[config.mk]
export PLATFORM = sky130hd
export DESIGN_NAME = pipelined_tree_multiplier_flat
export DESIGN_NICKNAME = d
export VERILOG_FILES = /design/src/rtl/mult_pkg.sv /design/src/rtl/pipelined_tree_multiplier_if.sv /design/src/rtl/mult_tree_level.sv /design/src/rtl/pipelined_tree_multiplier.sv /design/src/flat_wrapper.sv
export SDC_FILE = /design/constraint.sdc
export NUM_CORES = 1
export LEC_CHECK = 0
export ABC_AREA = 1
export BUFFER_PORTS_ARGS = -buffer_cell sky130_fd_sc_hd__buf_2
export CORE_AREA = 2 2 199 152
export CTS_BUF_LIST = sky130_fd_sc_hd__clkbuf_8
export DETAILED_ROUTE_END_ITERATION = 16
export DIE_AREA = 0 0 201 154
export SLEW_MARGIN = 20
export SYNTH_ARGS = -nofsm -noshare
export SYNTH_HDL_FRONTEND = slang
export SYNTH_SLANG_ARGS = --single-unit
[constraint.sdc]
create_clock -name clk -period 4.84 [get_ports clk]
set_input_delay 0.242 -clock clk [delete_from_list [all_inputs] [get_ports clk]]
set_output_delay 0.242 -clock clk [all_outputs]
set_load 0.05 [all_outputs]
[src/rtl/mult_pkg.sv]
// Shared types and elaboration-time helpers for the pipelined tree multiplier.
// The helpers size each adder-tree level and place it on the flat term bus.
package mult_pkg;

    typedef enum logic {
        MULT_UNSIGNED = 1'b0,
        MULT_SIGNED   = 1'b1
    } mult_mode_t;

    function automatic int calc_levels(input int size);
        int levels = 0;
        int span   = 1;
        while (span < size) begin
            span   = span * 2;
            levels = levels + 1;
        end
        return levels;
    endfunction

    function automatic int half_count(input int n);
        return (n + 1) / 2;
    endfunction

    function automatic int level_count(input int size, input int level);
        int n = size;
        for (int k = 0; k < level; k++) begin
            n = half_count(n);
        end
        return n;
    endfunction

    // Term index at which a level's operands start on the concatenated tree bus
    function automatic int level_offset(input int size, input int level);
        int off = 0;
        for (int k = 0; k < level; k++) begin
            off = off + level_count(size, k);
        end
        return off;
    endfunction

endpackage

[src/rtl/pipelined_tree_multiplier_if.sv]
// Operand/result handshake bundle for the pipelined tree multiplier.
interface pipelined_tree_multiplier_if #(
    parameter int SIZE = 8
);
    logic                in_valid;
    logic                in_ready;
    logic [SIZE-1:0]     a;
    logic [SIZE-1:0]     b;
    logic                op_signed;
    logic                out_valid;
    logic                out_ready;
    logic [2*SIZE-1:0]   c;
    logic                overflow;

    modport master (
        output in_valid, a, b, op_signed, out_ready,
        input  in_ready, out_valid, c, overflow
    );

    modport slave (
        input  in_valid, a, b, op_signed, out_ready,
        output in_ready, out_valid, c, overflow
    );
endinterface

[src/rtl/mult_tree_level.sv]
// One registered level of the reduction tree: N terms in, ceil(N/2) terms out.
// Valid and mode ride along with the data and everything holds when advance=0.
module mult_tree_level
    import mult_pkg::*;
#(
    parameter int N     = 2,
    parameter int WIDTH = 16
) (
    input  logic                                  clk,
    input  logic                                  rst,
    input  logic                                  advance,
    input  logic                                  in_valid,
    input  mult_mode_t                            in_mode,
    input  logic [N*WIDTH-1:0]                    in_terms,
    output logic                                  out_valid,
    output mult_mode_t                            out_mode,
    output logic [half_count(N)*WIDTH-1:0]        out_terms
);
    localparam int M     = half_count(N);
    localparam int PAIRS = N / 2;

    logic [M*WIDTH-1:0] sums;
    logic [M*WIDTH-1:0] terms_d, terms_q;
    logic               valid_d, valid_q;
    mult_mode_t         mode_d, mode_q;

    // Pairwise adders; carries out of WIDTH are dropped (modulo 2^WIDTH)
    for (genvar i = 0; i < PAIRS; i++) begin : g_pair
        assign sums[i*WIDTH +: WIDTH] = in_terms[2*i*WIDTH +: WIDTH]
                                      + in_terms[(2*i+1)*WIDTH +: WIDTH];
    end

    if (N % 2 == 1) begin : g_odd
        assign sums[(M-1)*WIDTH +: WIDTH] = in_terms[(N-1)*WIDTH +: WIDTH];
    end

    always_comb begin
        terms_d = terms_q;
        valid_d = valid_q;
        mode_d  = mode_q;
        if (advance) begin
            terms_d = sums;
            valid_d = in_valid;
            mode_d  = in_mode;
        end
    end

    always_ff @(posedge clk) begin
        if (rst) begin
            terms_q <= '0;
            valid_q <= 1'b0;
            mode_q  <= MULT_UNSIGNED;
        end else begin
            terms_q <= terms_d;
            valid_q <= valid_d;
            mode_q  <= mode_d;
        end
    end

    assign out_terms = terms_q;
    assign out_valid = valid_q;
    assign out_mode  = mode_q;
endmodule

[src/rtl/pipelined_tree_multiplier.sv]
// Pipelined multiply unit: registered partial products feed a registered adder tree.
// A single global stall (in_ready = !out_valid || out_ready) freezes every stage at once.
module pipelined_tree_multiplier
    import mult_pkg::*;
#(
    parameter int SIZE = 8
) (
    input  logic                        clk,
    input  logic                        rst,
    pipelined_tree_multiplier_if.slave  bus
);
    localparam int LEVELS  = calc_levels(SIZE);
    localparam int W       = 2 * SIZE;
    localparam int TOTAL   = level_offset(SIZE, LEVELS + 1);
    localparam int OUT_OFF = level_offset(SIZE, LEVELS);

    logic               advance;
    logic [TOTAL*W-1:0] tree_terms;
    logic [LEVELS:0]    tree_valid;
    mult_mode_t         tree_mode [0:LEVELS];

    logic [SIZE*W-1:0]  pp_d, pp_q;
    logic               valid0_d, valid0_q;
    mult_mode_t         mode0_d, mode0_q;
    logic [W-1:0]       a_ext;
    logic [W-1:0]       term;
    logic [W-1:0]       product;
    logic [SIZE:0]      sign_field;

    assign advance      = !tree_valid[LEVELS] || bus.out_ready;
    assign bus.in_ready = advance;

    // In signed mode the MSB of b carries weight -2^(SIZE-1), so its row is negated
    always_comb begin
        pp_d     = pp_q;
        valid0_d = valid0_q;
        mode0_d  = mode0_q;
        a_ext    = bus.op_signed ? {{SIZE{bus.a[SIZE-1]}}, bus.a} : {{SIZE{1'b0}}, bus.a};
        term     = '0;
        if (advance) begin
            valid0_d = bus.in_valid;
            mode0_d  = bus.op_signed ? MULT_SIGNED : MULT_UNSIGNED;
            for (int i = 0; i < SIZE; i++) begin
                term = bus.b[i] ? (a_ext << i) : '0;
                if (i == SIZE - 1 && bus.op_signed) begin
                    term = -term;
                end
                pp_d[i*W +: W] = term;
            end
        end
    end

    always_ff @(posedge clk) begin
        if (rst) begin
            pp_q     <= '0;
            valid0_q <= 1'b0;
            mode0_q  <= MULT_UNSIGNED;
        end else begin
            pp_q     <= pp_d;
            valid0_q <= valid0_d;
            mode0_q  <= mode0_d;
        end
    end

    assign tree_terms[0 +: SIZE*W] = pp_q;
    assign tree_valid[0]           = valid0_q;
    assign tree_mode[0]            = mode0_q;

    for (genvar k = 0; k < LEVELS; k++) begin : g_level
        localparam int NIN     = level_count(SIZE, k);
        localparam int NOUT    = level_count(SIZE, k + 1);
        localparam int IN_OFF  = level_offset(SIZE, k);
        localparam int NXT_OFF = level_offset(SIZE, k + 1);

        mult_tree_level #(
            .N     (NIN),
            .WIDTH (W)
        ) u_level (
            .clk       (clk),
            .rst       (rst),
            .advance   (advance),
            .in_valid  (tree_valid[k]),
            .in_mode   (tree_mode[k]),
            .in_terms  (tree_terms[IN_OFF*W +: NIN*W]),
            .out_valid (tree_valid[k+1]),
            .out_mode  (tree_mode[k+1]),
            .out_terms (tree_terms[NXT_OFF*W +: NOUT*W])
        );
    end

    // Overflow is decoded from the registered product and its travelling mode
    assign product       = tree_terms[OUT_OFF*W +: W];
    assign sign_field    = product[W-1:SIZE-1];
    assign bus.c         = product;
    assign bus.out_valid = tree_valid[LEVELS];
    assign bus.overflow  = (tree_mode[LEVELS] == MULT_SIGNED)
                         ? !((&sign_field) || !(|sign_field))
                         : (|product[W-1:SIZE]);
endmodule

[src/flat_wrapper.sv]
// flat-port wrapper written by rule: the top's interface ports become plain ports
module pipelined_tree_multiplier_flat import mult_pkg::*;
#(
    parameter int SIZE = 8
)
  (clk, rst, bus_in_valid, bus_a, bus_b, bus_op_signed, bus_out_ready, bus_in_ready, bus_out_valid, bus_c, bus_overflow);
  pipelined_tree_multiplier_if #(.SIZE(SIZE)) bus_i ();
  input  logic clk;
  input  logic rst;
  input wire logic [$bits(bus_i.in_valid)-1:0] bus_in_valid;
  input wire logic [$bits(bus_i.a)-1:0] bus_a;
  input wire logic [$bits(bus_i.b)-1:0] bus_b;
  input wire logic [$bits(bus_i.op_signed)-1:0] bus_op_signed;
  input wire logic [$bits(bus_i.out_ready)-1:0] bus_out_ready;
  output wire logic [$bits(bus_i.in_ready)-1:0] bus_in_ready;
  output wire logic [$bits(bus_i.out_valid)-1:0] bus_out_valid;
  output wire logic [$bits(bus_i.c)-1:0] bus_c;
  output wire logic [$bits(bus_i.overflow)-1:0] bus_overflow;
  assign bus_i.in_valid = bus_in_valid;
  assign bus_i.a = bus_a;
  assign bus_i.b = bus_b;
  assign bus_i.op_signed = bus_op_signed;
  assign bus_i.out_ready = bus_out_ready;
  assign bus_in_ready = bus_i.in_ready;
  assign bus_out_valid = bus_i.out_valid;
  assign bus_c = bus_i.c;
  assign bus_overflow = bus_i.overflow;
  pipelined_tree_multiplier #(.SIZE(SIZE)) u_core (.clk(clk), .rst(rst), .bus(bus_i));
endmodule
==> run metrics <==
post-layout util 37.7%; vias in the first global route 8270; top-area cell type share of the netlist area 35.1%; GP Congestion 0.855; Setup Viol. Count Final 0; vias post-DR 8986; Synth Area in Compound Gates 17.8%; Worst-Margin Slew 0.752 ns; number of iterations in the first detailed-routing pass 5; RR Endpoint u_core.g_level[1].u_level.out_terms[28]; Met1 Wirelength 13500 um; Post-Route WL 25500 um; main combinational cell family by area after synthesis simple AND/OR/NAND/NOR gates; Post-synth EDFFs 0; post-synthesis mux area share 0%; DR WL met2 10800 um; Post-Synth Adder-Cell Area 9.99%; Top Layer Used met4; CP Capture Point u_core.g_level[1].u_level.out_terms[28]; crit end category flop; VDD IR max 0.196 mV; Tot Pwr 3.23 mW; ys flop type dfxtp_1; pin count of the biggest net entering global routing 128; Vias/cell 4.81; gr ovfl total 0; #FFs+latches synth 176; Post-Syn Nets 1565; Detailed Place HPWL 17800 um; post-synthesis simple-gate area fraction 23.9%; CP max stage cell buf_4; num rows 54; die area 0.0310 mm^2; Initial Util 34.8%; hold buffers post-CTS 1; Post-CTS Repair Setup Buffers 0; met3 wire len 824 um; async set-reset flop share out of synthesis 0%; Slew Viols, Final 0; CP arrival 2.93 ns; IO Pins 40; I/O Buffers 39; Crit Path Max Fanout 127; Hold WC Path Type input pin to flop; critical-path cell list inv_1 > nor2_4 > buf_12 > inv_6 > buf_4 > o21ai_0 > o21bai_1 > inv_1; Synth area leader dfxtp_1; number of antenna violations at the first check in global routing 1; gr usage total 16.6%; root buffer cell clkbuf_8; H-tree Lvls 4; Syn Std Cell Area 0.0100 mm^2; post-CTS sizing 0; Die Y 154 um; Synth area leaders dfxtp_1, nand2_1, ha_1; Max Freq 0.400 GHz; clk sinks 176; first-pass GRT wire length 41800 um; Bufs on Longest Clock Path 2; Reg clk slew, reported paths 0.10 ns; Data required, critical path 5.27 ns; final worst setup slack 2.34 ns; initial drt markers 505; CTS tree done; Max Cap Viol 0; Final period util 51.6%; CP peak stage delay 0.63 ns; Fin Clk Skew 0.0152 ns; worst rel slew slack 49.7%; post-synth cell types 37; Reg2Reg Launch Point u_core.g_level[2].u_level.out_valid; status complete, no violations; share of cells above drive strength 1 5.76%; PwrDens 297 mW/mm^2; DP Worst Slack 2.45 ns; DRC 0; Mapped Cells 1468; launch point of the worst path u_core.g_level[2].u_level.out_valid; DR WL/cell 13.6 um; TNS Setup 0 ns; final hold violation count 0; Layout area overhead 8.11%; Critical Path Most Common Cell inv_1; internal reg-to-reg setup slack 2.34 ns; FF-to-FF path depth 8; startpoint types flop; Nets 1559; leak pwr 5.71 nW; Setup CP Type flop to flop; crit path time final 2.50 ns; unrepaired setup endpoints after global routing no; Synth Area per Inst 6.84 um^2; number of routed nets with antenna violations 0; CORE AREA 0.0289 mm^2; post-synthesis sequential area ratio 35.1%; XOR/XNOR share of the synthesized area 2.70%; Ys Warns 0; Die X 201 um; Skew-Pair Late Insertion Delay 0.48 ns; Num CTS Buffers 17
[stage by stage]
| step | cell area [um^2] | cells | hold WS (ns) |
|---|---|---|---|
| 6_report | 10900 | 1868 | 0.108 |
| 5_1_grt | 10900 | 1867 | 0.113 |
| 4_1_cts | 10900 | 1867 | 0.0859 |
| 3_5_place_dp | 10500 | 1834 | 0.455 |
| 3_3_place_gp | 10500 | 1834 | 0.452 |
| 2_1_floorplan | 10000 | 1468 | 0.408 |
[synthesized netlist by cell type (3+ instances only)]
cell	instances
a21o_1	4
a21oi_1	128
buf_2	34
clkbuf_1	31
dfxtp_1	176
fa_1	7
ha_1	69
inv_1	196
nand2_1	299
nand3_1	92
nand4_1	11
nor2_1	162
nor3_1	4
nor4_1	3
o211ai_1	8
o21a_1	3
o21ai_0	129
o21ai_1	22
o21bai_1	32
or2_0	5
or2_2	5
xnor2_1	13
xor2_1	18
[cell type report]
class	instances	area (um^2)
well taps	392	490
repair buffers	45	255
clock buffers	18	248
flip-flops and latches	176	3520
inverters	198	749
multi-input cells	1024	5460
clock inverters	14	131
diodes	1	2.50
fillers	3069	18000
[how the worst min path moves through the flow]
| stage | end | depth (start not counted) | from | slack, ns |
|---|---|---|---|---|
| final | u_core.pp_q[109] | 3 | bus_b[6] | 0.11 |
| after global routing | u_core.pp_q[41] | 3 | bus_b[2] | 0.11 |
| after CTS | u_core.pp_q[41] | 3 | bus_b[2] | 0.09 |
| after detailed placement | u_core.mode0_q | 2 | u_core.mode0_q | 0.46 |
| after global placement | u_core.mode0_q | 2 | u_core.mode0_q | 0.45 |
| after floorplan | u_core.mode0_q | 2 | bus_op_signed | 0.41 |
[sequential cells by signal, indices dropped and copies added, names as in the netlist]
signal and flops:
u_core.g_level.u_level.out_terms 96, u_core.pp_q 72, u_core.g_level.u_level.out_mode 3, u_core.g_level.u_level.out_valid 3, u_core.mode0_q 1, u_core.valid0_q 1
[cells by family after synthesis]
kind of cell | count (synthesis)
compound gates | 331
flops | 176
fa+ha+maj | 76
xor+xnor | 31
simple gates | 586
buf+inv | 268
[metal layers]
metal	vias up	track usage, %
met5	-	0
met4	0	5.19
met3	30	2.80
met2	116	24.9
met1	4123	24.2
li1	4717	-
[placed cells by master, fill, tap and decap left out, drive strengths merged]
cell / netlist / layout
dlygate4sd3: 0 / 1
nand3b: 2 / 2
bufinv: 0 / 1
diode: 0 / 1
xnor2: 13 / 13
o21a: 3 / 3
xor2: 18 / 18
ha: 69 / 69
buf: 38 / 44
fa: 7 / 7
nor2: 163 / 163
clkinv: 1 / 3
dfxtp: 176 / 176
a21oi: 128 / 128
clkinvlp: 0 / 7
a21o: 4 / 4
nor4: 3 / 3
nand2: 299 / 299
o211ai: 8 / 8
nand4: 11 / 11
a211oi: 2 / 2
a31oi: 1 / 1
a32oi: 1 / 1
clkbuf: 32 / 18
nand3: 92 / 92
or2: 11 / 11
nor3: 4 / 4
inv: 197 / 201
o21bai: 32 / 32
and2: 1 / 1
o21ai: 152 / 152
[power breakdown]
| group | internal, mW | total [mW] | switching [mW] | leakage (nW) |
|---|---|---|---|---|
| registers | 1.55 | 1.62 | 0.0704 | 1.44 |
| logic | 0.204 | 0.601 | 0.397 | 4.10 |
| clock network | 0.425 | 1.01 | 0.586 | 0.171 |
[worst max-delay path, delay by kind of cell (launching register included)]
family	cells	cell delay, ns
AO/OA/AOI/OAI	2	0.37
flip-flops	1	0.33
AND/OR/NAND/NOR	1	0.04
buffers and inverters	5	1.55
No activity file was read; power rests on OpenSTA's default activity.
